## src/rtl/display_pkg.sv

```systemverilog
// Shared status codes and active-low 7-segment glyphs for the status display path.
package display_pkg;

    localparam logic [2:0] ST_IDLE = 3'd0;
    localparam logic [2:0] ST_ERR  = 3'd1;
    localparam logic [2:0] ST_OFF  = 3'd2;
    localparam logic [2:0] ST_ON   = 3'd3;
    localparam logic [2:0] ST_OPEN = 3'd4;

    // Segment order {dp,g,f,e,d,c,b,a}, low = lit; dp is never lit.
    localparam logic [7:0] GLYPH_DASH  = 8'hBF;
    localparam logic [7:0] GLYPH_E     = 8'h86;
    localparam logic [7:0] GLYPH_R     = 8'hAF;
    localparam logic [7:0] GLYPH_O     = 8'hC0;
    localparam logic [7:0] GLYPH_F     = 8'h8E;
    localparam logic [7:0] GLYPH_N     = 8'hAB;
    localparam logic [7:0] GLYPH_P     = 8'h8C;
    localparam logic [7:0] GLYPH_BLANK = 8'hFF;

    typedef logic [1:0] slot_t;

    // Slot 0 is the leftmost digit (digit[3]); enables are active-low.
    function automatic logic [3:0] slot_enable(input slot_t slot);
        return ~(4'b1000 >> slot);
    endfunction

endpackage

```

## src/rtl/seg_glyph_lut.sv

```systemverilog
// Maps a status code and digit slot to the active-low segment byte of that word's character.
module seg_glyph_lut
    import display_pkg::*;
(
    input  logic [2:0] i_state,
    input  slot_t      i_slot,
    output logic [7:0] o_seg
);

    always_comb begin
        o_seg = GLYPH_BLANK;
        case (i_state)
            ST_IDLE: o_seg = GLYPH_DASH;
            ST_ERR: begin
                case (i_slot)
                    2'd0:       o_seg = GLYPH_E;
                    2'd1, 2'd2: o_seg = GLYPH_R;
                    default:    o_seg = GLYPH_BLANK;
                endcase
            end
            ST_OFF: begin
                case (i_slot)
                    2'd0:       o_seg = GLYPH_O;
                    2'd1, 2'd2: o_seg = GLYPH_F;
                    default:    o_seg = GLYPH_BLANK;
                endcase
            end
            ST_ON: begin
                case (i_slot)
                    2'd0:    o_seg = GLYPH_O;
                    2'd1:    o_seg = GLYPH_N;
                    default: o_seg = GLYPH_BLANK;
                endcase
            end
            ST_OPEN: begin
                case (i_slot)
                    2'd0:    o_seg = GLYPH_O;
                    2'd1:    o_seg = GLYPH_P;
                    2'd2:    o_seg = GLYPH_E;
                    default: o_seg = GLYPH_N;
                endcase
            end
            default: o_seg = GLYPH_BLANK;
        endcase
    end

endmodule

```

## src/rtl/status_display_driver.sv

```systemverilog
// Drives the 4-digit multiplexed display and piezo buzzer from the status code and sound request.
module status_display_driver
    import display_pkg::*;
#(
    parameter int SCAN_DIV  = 50000,
    parameter int BLINK_DIV = 12500000,
    parameter int BEEP_ON   = 5000000,
    parameter int BEEP_OFF  = 5000000,
    parameter int CHIRP_LEN = 2500000
) (
    input  logic       clk,
    input  logic       reset,
    input  logic [2:0] state,
    input  logic       buzz,
    output logic [3:0] digit,
    output logic [7:0] seg,
    output logic       buzzer
);

    localparam int BEEP_PERIOD = BEEP_ON + BEEP_OFF;
    localparam int SCAN_W  = (SCAN_DIV    > 1) ? $clog2(SCAN_DIV)    : 1;
    localparam int BLINK_W = (BLINK_DIV   > 1) ? $clog2(BLINK_DIV)   : 1;
    localparam int BEEP_W  = (BEEP_PERIOD > 1) ? $clog2(BEEP_PERIOD) : 1;
    localparam int CHIRP_W = $clog2(CHIRP_LEN + 1);

    logic [2:0]         r_state_q;
    logic [2:0]         r_state_prev;
    logic               r_buzz_q;
    logic [SCAN_W-1:0]  r_scan_cnt;
    slot_t              r_slot;
    logic [BLINK_W-1:0] r_blink_cnt;
    logic               r_blink_phase;
    logic [CHIRP_W-1:0] r_chirp_cnt;
    logic [BEEP_W-1:0]  r_beep_cnt;
    logic [3:0]         r_digit;
    logic [7:0]         r_seg;
    logic               r_buzzer;

    logic               w_scan_tc;
    logic               w_blink_tc;
    logic               w_beep_wrap;
    logic               w_beep_high;
    logic               w_state_change;
    logic [7:0]         w_glyph;
    logic [7:0]         w_seg_next;
    logic [CHIRP_W-1:0] w_chirp_next;

    always_ff @(posedge clk or negedge reset) begin
        if (!reset) begin
            r_state_q    <= ST_IDLE;
            r_state_prev <= ST_IDLE;
            r_buzz_q     <= 1'b0;
        end else begin
            r_state_q    <= state;
            r_state_prev <= r_state_q;
            r_buzz_q     <= buzz;
        end
    end

    assign w_scan_tc   = (r_scan_cnt == SCAN_W'(SCAN_DIV - 1));
    assign w_blink_tc  = (r_blink_cnt == BLINK_W'(BLINK_DIV - 1));
    assign w_beep_wrap = (r_beep_cnt == BEEP_W'(BEEP_PERIOD - 1));
    assign w_beep_high = (r_beep_cnt < BEEP_W'(BEEP_ON));
    assign w_state_change = (r_state_q != r_state_prev);

    seg_glyph_lut u_glyph_lut (
        .i_state (r_state_q),
        .i_slot  (r_slot),
        .o_seg   (w_glyph)
    );

    assign w_seg_next = ((r_state_q == ST_ERR) && r_blink_phase) ? GLYPH_BLANK : w_glyph;

    // A fresh change reloads the full length, so back-to-back changes restart the chirp.
    always_comb begin
        w_chirp_next = r_chirp_cnt;
        if (w_state_change) begin
            w_chirp_next = CHIRP_W'(CHIRP_LEN);
        end else if (r_chirp_cnt != '0) begin
            w_chirp_next = r_chirp_cnt - CHIRP_W'(1);
        end
    end

    always_ff @(posedge clk or negedge reset) begin
        if (!reset) begin
            r_scan_cnt    <= '0;
            r_slot        <= '0;
            r_blink_cnt   <= '0;
            r_blink_phase <= 1'b0;
            r_chirp_cnt   <= '0;
            r_beep_cnt    <= '0;
        end else begin
            r_scan_cnt  <= w_scan_tc ? '0 : r_scan_cnt + SCAN_W'(1);
            if (w_scan_tc) begin
                r_slot <= r_slot + 2'd1;
            end
            r_blink_cnt <= w_blink_tc ? '0 : r_blink_cnt + BLINK_W'(1);
            if (w_blink_tc) begin
                r_blink_phase <= ~r_blink_phase;
            end
            r_chirp_cnt <= w_chirp_next;
            if (!r_buzz_q || w_beep_wrap) begin
                r_beep_cnt <= '0;
            end else begin
                r_beep_cnt <= r_beep_cnt + BEEP_W'(1);
            end
        end
    end

    // The chirp term looks at the count being loaded so a status change and a buzz
    // request both reach the buzzer 2 clks after their input edge.
    always_ff @(posedge clk or negedge reset) begin
        if (!reset) begin
            r_digit  <= 4'b1111;
            r_seg    <= GLYPH_BLANK;
            r_buzzer <= 1'b0;
        end else begin
            if (w_scan_tc) begin
                r_digit <= slot_enable(r_slot);
                r_seg   <= w_seg_next;
            end
            r_buzzer <= (w_chirp_next != '0) | (r_buzz_q & w_beep_high);
        end
    end

    assign digit  = r_digit;
    assign seg    = r_seg;
    assign buzzer = r_buzzer;

endmodule

```

## config.mk

```make
export PLATFORM = sky130hd
export DESIGN_NAME = status_display_driver
export DESIGN_NICKNAME = d
export VERILOG_FILES = /design/src/rtl/display_pkg.sv /design/src/rtl/seg_glyph_lut.sv /design/src/rtl/status_display_driver.sv
export SDC_FILE = /design/constraint.sdc
export NUM_CORES = 1
export LEC_CHECK = 0
export BUFFER_PORTS_ARGS = -buffer_cell sky130_fd_sc_hd__buf_2
export CAP_MARGIN = 10
export CORE_MARGIN = 5
export CORE_UTILIZATION = 44
export DETAILED_ROUTE_END_ITERATION = 10
export PLACE_DENSITY = 0.62
export SYNTH_ARGS = -nofsm -noshare
export SYNTH_HDL_FRONTEND = slang
export SYNTH_HIERARCHICAL = 1
export SYNTH_SLANG_ARGS = --single-unit
```

## constraint.sdc

```tcl
create_clock -name clk -period 2 [get_ports clk]
set_input_delay 0.2 -clock clk [delete_from_list [all_inputs] [get_ports clk]]
set_output_delay 0.2 -clock clk [all_outputs]
set_load 0.005 [all_outputs]
```

==> flow_results.org <==
** Run status
- The flow ran to the end, but the final reports show violations.
- Violated checks :: setup timing

** Global route
- Entering global routing, the biggest net connects 41 pins.
- Number of global-route vias before repair :: around 4400
- The initial antenna violation count came to 0.
- First-pass GRT wire length :: 20800 um
- Summed over all layers, the global routing overflow is 0.
- In the global route stage, overall resource usage came out at 17.3%.

** Setup path
- The endpoint identified for the worst register-to-register timing path is buzzer.
- For the worst setup path, the data arrival time is 2470 ps.
- STA puts the critical path data required time at between 2000 and 2500 ps.
- Measured in cells, the most critical reg-to-reg path has a length of 8.
- R2R setup slack :: -250 ps
- Kind of start point of the critical path :: register
- Endpoint class of the critical path :: register
- The worst register-to-register path begins at r_chirp_cnt[1].
- Top fanout value on the critical path :: 4
- Critical Setup Path Class :: register to register

** Place
- Routability congestion estimate :: 0.859
- Detailed placement ended at an HPWL of 8430 um.
- Port buffering added 18 buffers.

** Die
- Core Box Area :: ~13000 um2
- For this configuration, the core starts out at a cell density of 44.4%.
- Row Count :: 41
- The floorplan step set the die width to 122 um.
- From bottom edge to top edge, the die measures 122 um.
- The die covers 15000 um2.
- 19 I/O pins were placed.

** Yosys
- The mapped netlist covers 5560 um2.
- Warning count from the yosys run :: 6
- Among all flip-flop cells after synthesis, the most frequent one is dfrtp_1.
- Portion of the post-synthesis area used by sequential elements :: 49.4%
- Synthesized netlist cell count :: about 570
- Unique masters post-synth :: 62
- Synthesized area per cell :: about 10 um2
- The synthesized design contains 109 register bits.
- EDFF count, synth :: 0
- When the netlist entered floorplanning its net count stood at between 500 and 600.
- Counting flops with an async set or reset pin after synthesis yields a share of 100%.

** Power
- Worst-case vdd ir drop :: 0.396 mV
- Cell internal power dissipation :: 3.29 mW
- Ratio of total power to cell area :: 619 nW/um2
- Of the total power, the share spent switching nets is 24.8%.
- Sequential group share of total power :: 51.5%
- Leakage dissipation :: approximately 3.1 nW
- Net switching power of the design :: 1.08 mW
- Relative contribution of combinational cells to total power :: 9.8%
- Total Power Consumption :: 4.38 mW
- The share of total power dissipated in the clock network is 38.8%.

** STA
- Final hold violation count :: 0
- Slew at the pin closest to its max-slew limit :: between 500 and 600 ps
- TNS Setup :: -528 ps
- Unrepaired setup endpoints after global routing :: true
- Final setup violating endpoints :: 7
- Minimum clock period :: 2250 ps
- Between clock sinks in the finished design, the worst skew comes to 7.66 ps.
- On the final layout, the worst hold slack is 368 ps.
- Max Slew Vio Count :: 0
- Measured against its own limit, the worst slew margin works out to 65.0%.
- Fin worst setup slack :: -248 ps
- Peak clock frequency supported by timing :: between 400 and 500 MHz
- Final worst path period share :: 112%

** Finish
- Leaving out fill and tap cells, the most frequent cell in the layout is dfrtp_1.
- Nets :: about 700
- Leading cell types in the layout, fill and taps excluded :: dfrtp_1 (96), buf_4 (82), nor2_1 (78)
- Area taken by flip-flops and latches :: 2740 um2
- The number of antenna diodes in the final layout is 0.
- Filler instances :: 1139
- Compared with the post-synthesis result, the final layout area differs by 27.2%.
- Fraction of final layout cells with drive strength greater than 1 :: 27.3%
- Multi-input combinational cell area :: 2910 um2

** Job
- # Max-Cap Violations :: 0

** Routing
- Vias :: 4375
- For this block, the routed nets add up to roughly 12000 um of wire.
- For this run, design rule violations remaining after detail routing come to 0.
- Number of vias per cell :: 5.13
- Wire segments on met3 add up to ~320 um in the final route.
- Routed wl met2 :: 6030 um
- In this run, the number of DRC markers left after iteration 0 of detailed routing was 236.
- Met1 routed wirelength after detailed routing :: 5560 um
- Count of nets left with antenna violations after detail routing :: 0
- The first detailed-routing pass ran for 5 iterations.
- In the final routed layout, each cell accounts on average for 14.2 um.
- The highest layer touched by signal routing is met4.

** Worst hold path
- Min-delay worst type :: primary input to asynchronous set/reset pin

** CTS
- Number of buffers created by CTS :: 9
- TritonCTS clock tree :: built
- Total clock sinks :: 109
- Number of buffers on the longest clock path :: 2
- In this run the clock root is driven by a clkbuf_16.
- Clock slew seen by the registers of the worst setup and hold paths :: ~70 ps
- The H-tree generated during clock tree synthesis spans 3 levels.
- The clock reaches the later pin of the worst-skew pair after 350 ps.
[layout make-up]
type | count | area share (%)
Clock buffer | 10 | 3.24
Timing Repair Buffer | 113 | 12.3
Multi-Input combinational cell | 429 | 41.2
Tap cell | 172 | 3.04
Clock inverter | 6 | 0.673
Inverter | 14 | 0.743
Sequential cell | 109 | 38.8
[power groups by stage]
| stage | Combinational (mW) | Clock, mW | Sequential, mW |
|---|---|---|---|
| floorplan | 0.193 | 0 | 2.29 |
| detailed placement | 0.360 | 0 | 2.29 |
| CTS | 0.398 | 1.76 | 2.25 |
| global placement | 0.355 | 0 | 2.29 |
| finish | 0.428 | 1.70 | 2.25 |
| global route | 0.464 | 1.85 | 2.26 |
[stage by stage]
stage / instances / worst slack, ps / area [um2] / utilization [%]
final: 853 / -248 / 7070 / 56.5
after global routing: 853 / -317 / 7070 / 56.5
after detailed placement: 815 / -218 / 6420 / 51.3
after CTS: 847 / -226 / 6890 / 55.0
after global placement: 815 / -138 / 6420 / 51.3
after floorplan: 569 / -74.6 / 5620 / -
[state kept, by name (all words and copies together), names as in the netlist]
register       flops
r_blink_cnt       24
r_blink_phase      1
r_buzz_q           1
r_slot             2
r_chirp_cnt       22
digit              4
buzzer             1
r_scan_cnt        16
r_state_q          3
seg                8
r_state_prev       3
r_beep_cnt        24
[what timing repair did]
item                                    CTS  global route
pin swaps                                19            20
hold endpoints to repair                 40             0
hold buffers                              5             0
setup buffers                            13             8
endpoints found under the setup margin    9            19
gates resized for setup                  12            32
[worst max-delay path: stages, from the launching register on]
cell and delay, ps:
dfrtp_1 400, buf_6 120, or4_4 550, nor2_4 130, nand3_4 140, o41ai_2 210
o211ai_1 180, nor4b_2 250, nand4_1 120
[cells by family after synthesis]
family,Yosys count,synth area share [%]
other cells,1,0.0675
flops,109,49.4
simple gates,280,26.7
compound gates,63,6.89
buf+inv,31,2.52
xor+xnor,67,10.6
mux,3,0.541
fa+ha+maj,15,3.38
[metal layers]
layer / track usage (%) / up-vias
met5: 0 / -
met4: 5.81 / 0
met3: 3.41 / 13
met2: 28.6 / 52
met1: 22.9 / 2151
li1: - / 2159
[synth_stat cells (11+ instances only)]
cell / n / area, um2
dfstp_2: 12 / 315
a21oi_1: 16 / 80.1
and3_1: 15 / 93.8
dfrtp_1: 97 / 2430
ha_1: 15 / 188
nor2_1: 83 / 312
nor4_1: 11 / 68.8
xnor2_1: 30 / 263
nand2_1: 62 / 233
inv_1: 14 / 52.6
nand3_1: 26 / 130
o21ai_0: 29 / 145
nor3_1: 13 / 65.1
xor2_1: 37 / 324
nand4_1: 16 / 100
clkbuf_1: 12 / 45.0
[worst max-delay path by stage]
stage,start,endpoint,slack [ps],cells past startpoint
final,r_chirp_cnt[1],buzzer,-250,8
after global placement,r_chirp_cnt[0],buzzer,-140,9
after CTS,r_chirp_cnt[0],buzzer,-230,9
after detailed placement,r_chirp_cnt[0],buzzer,-220,9
after global routing,r_chirp_cnt[1],buzzer,-320,8
after floorplan,r_chirp_cnt[0],buzzer,-70,10
(Power assumes the default switching activity.)
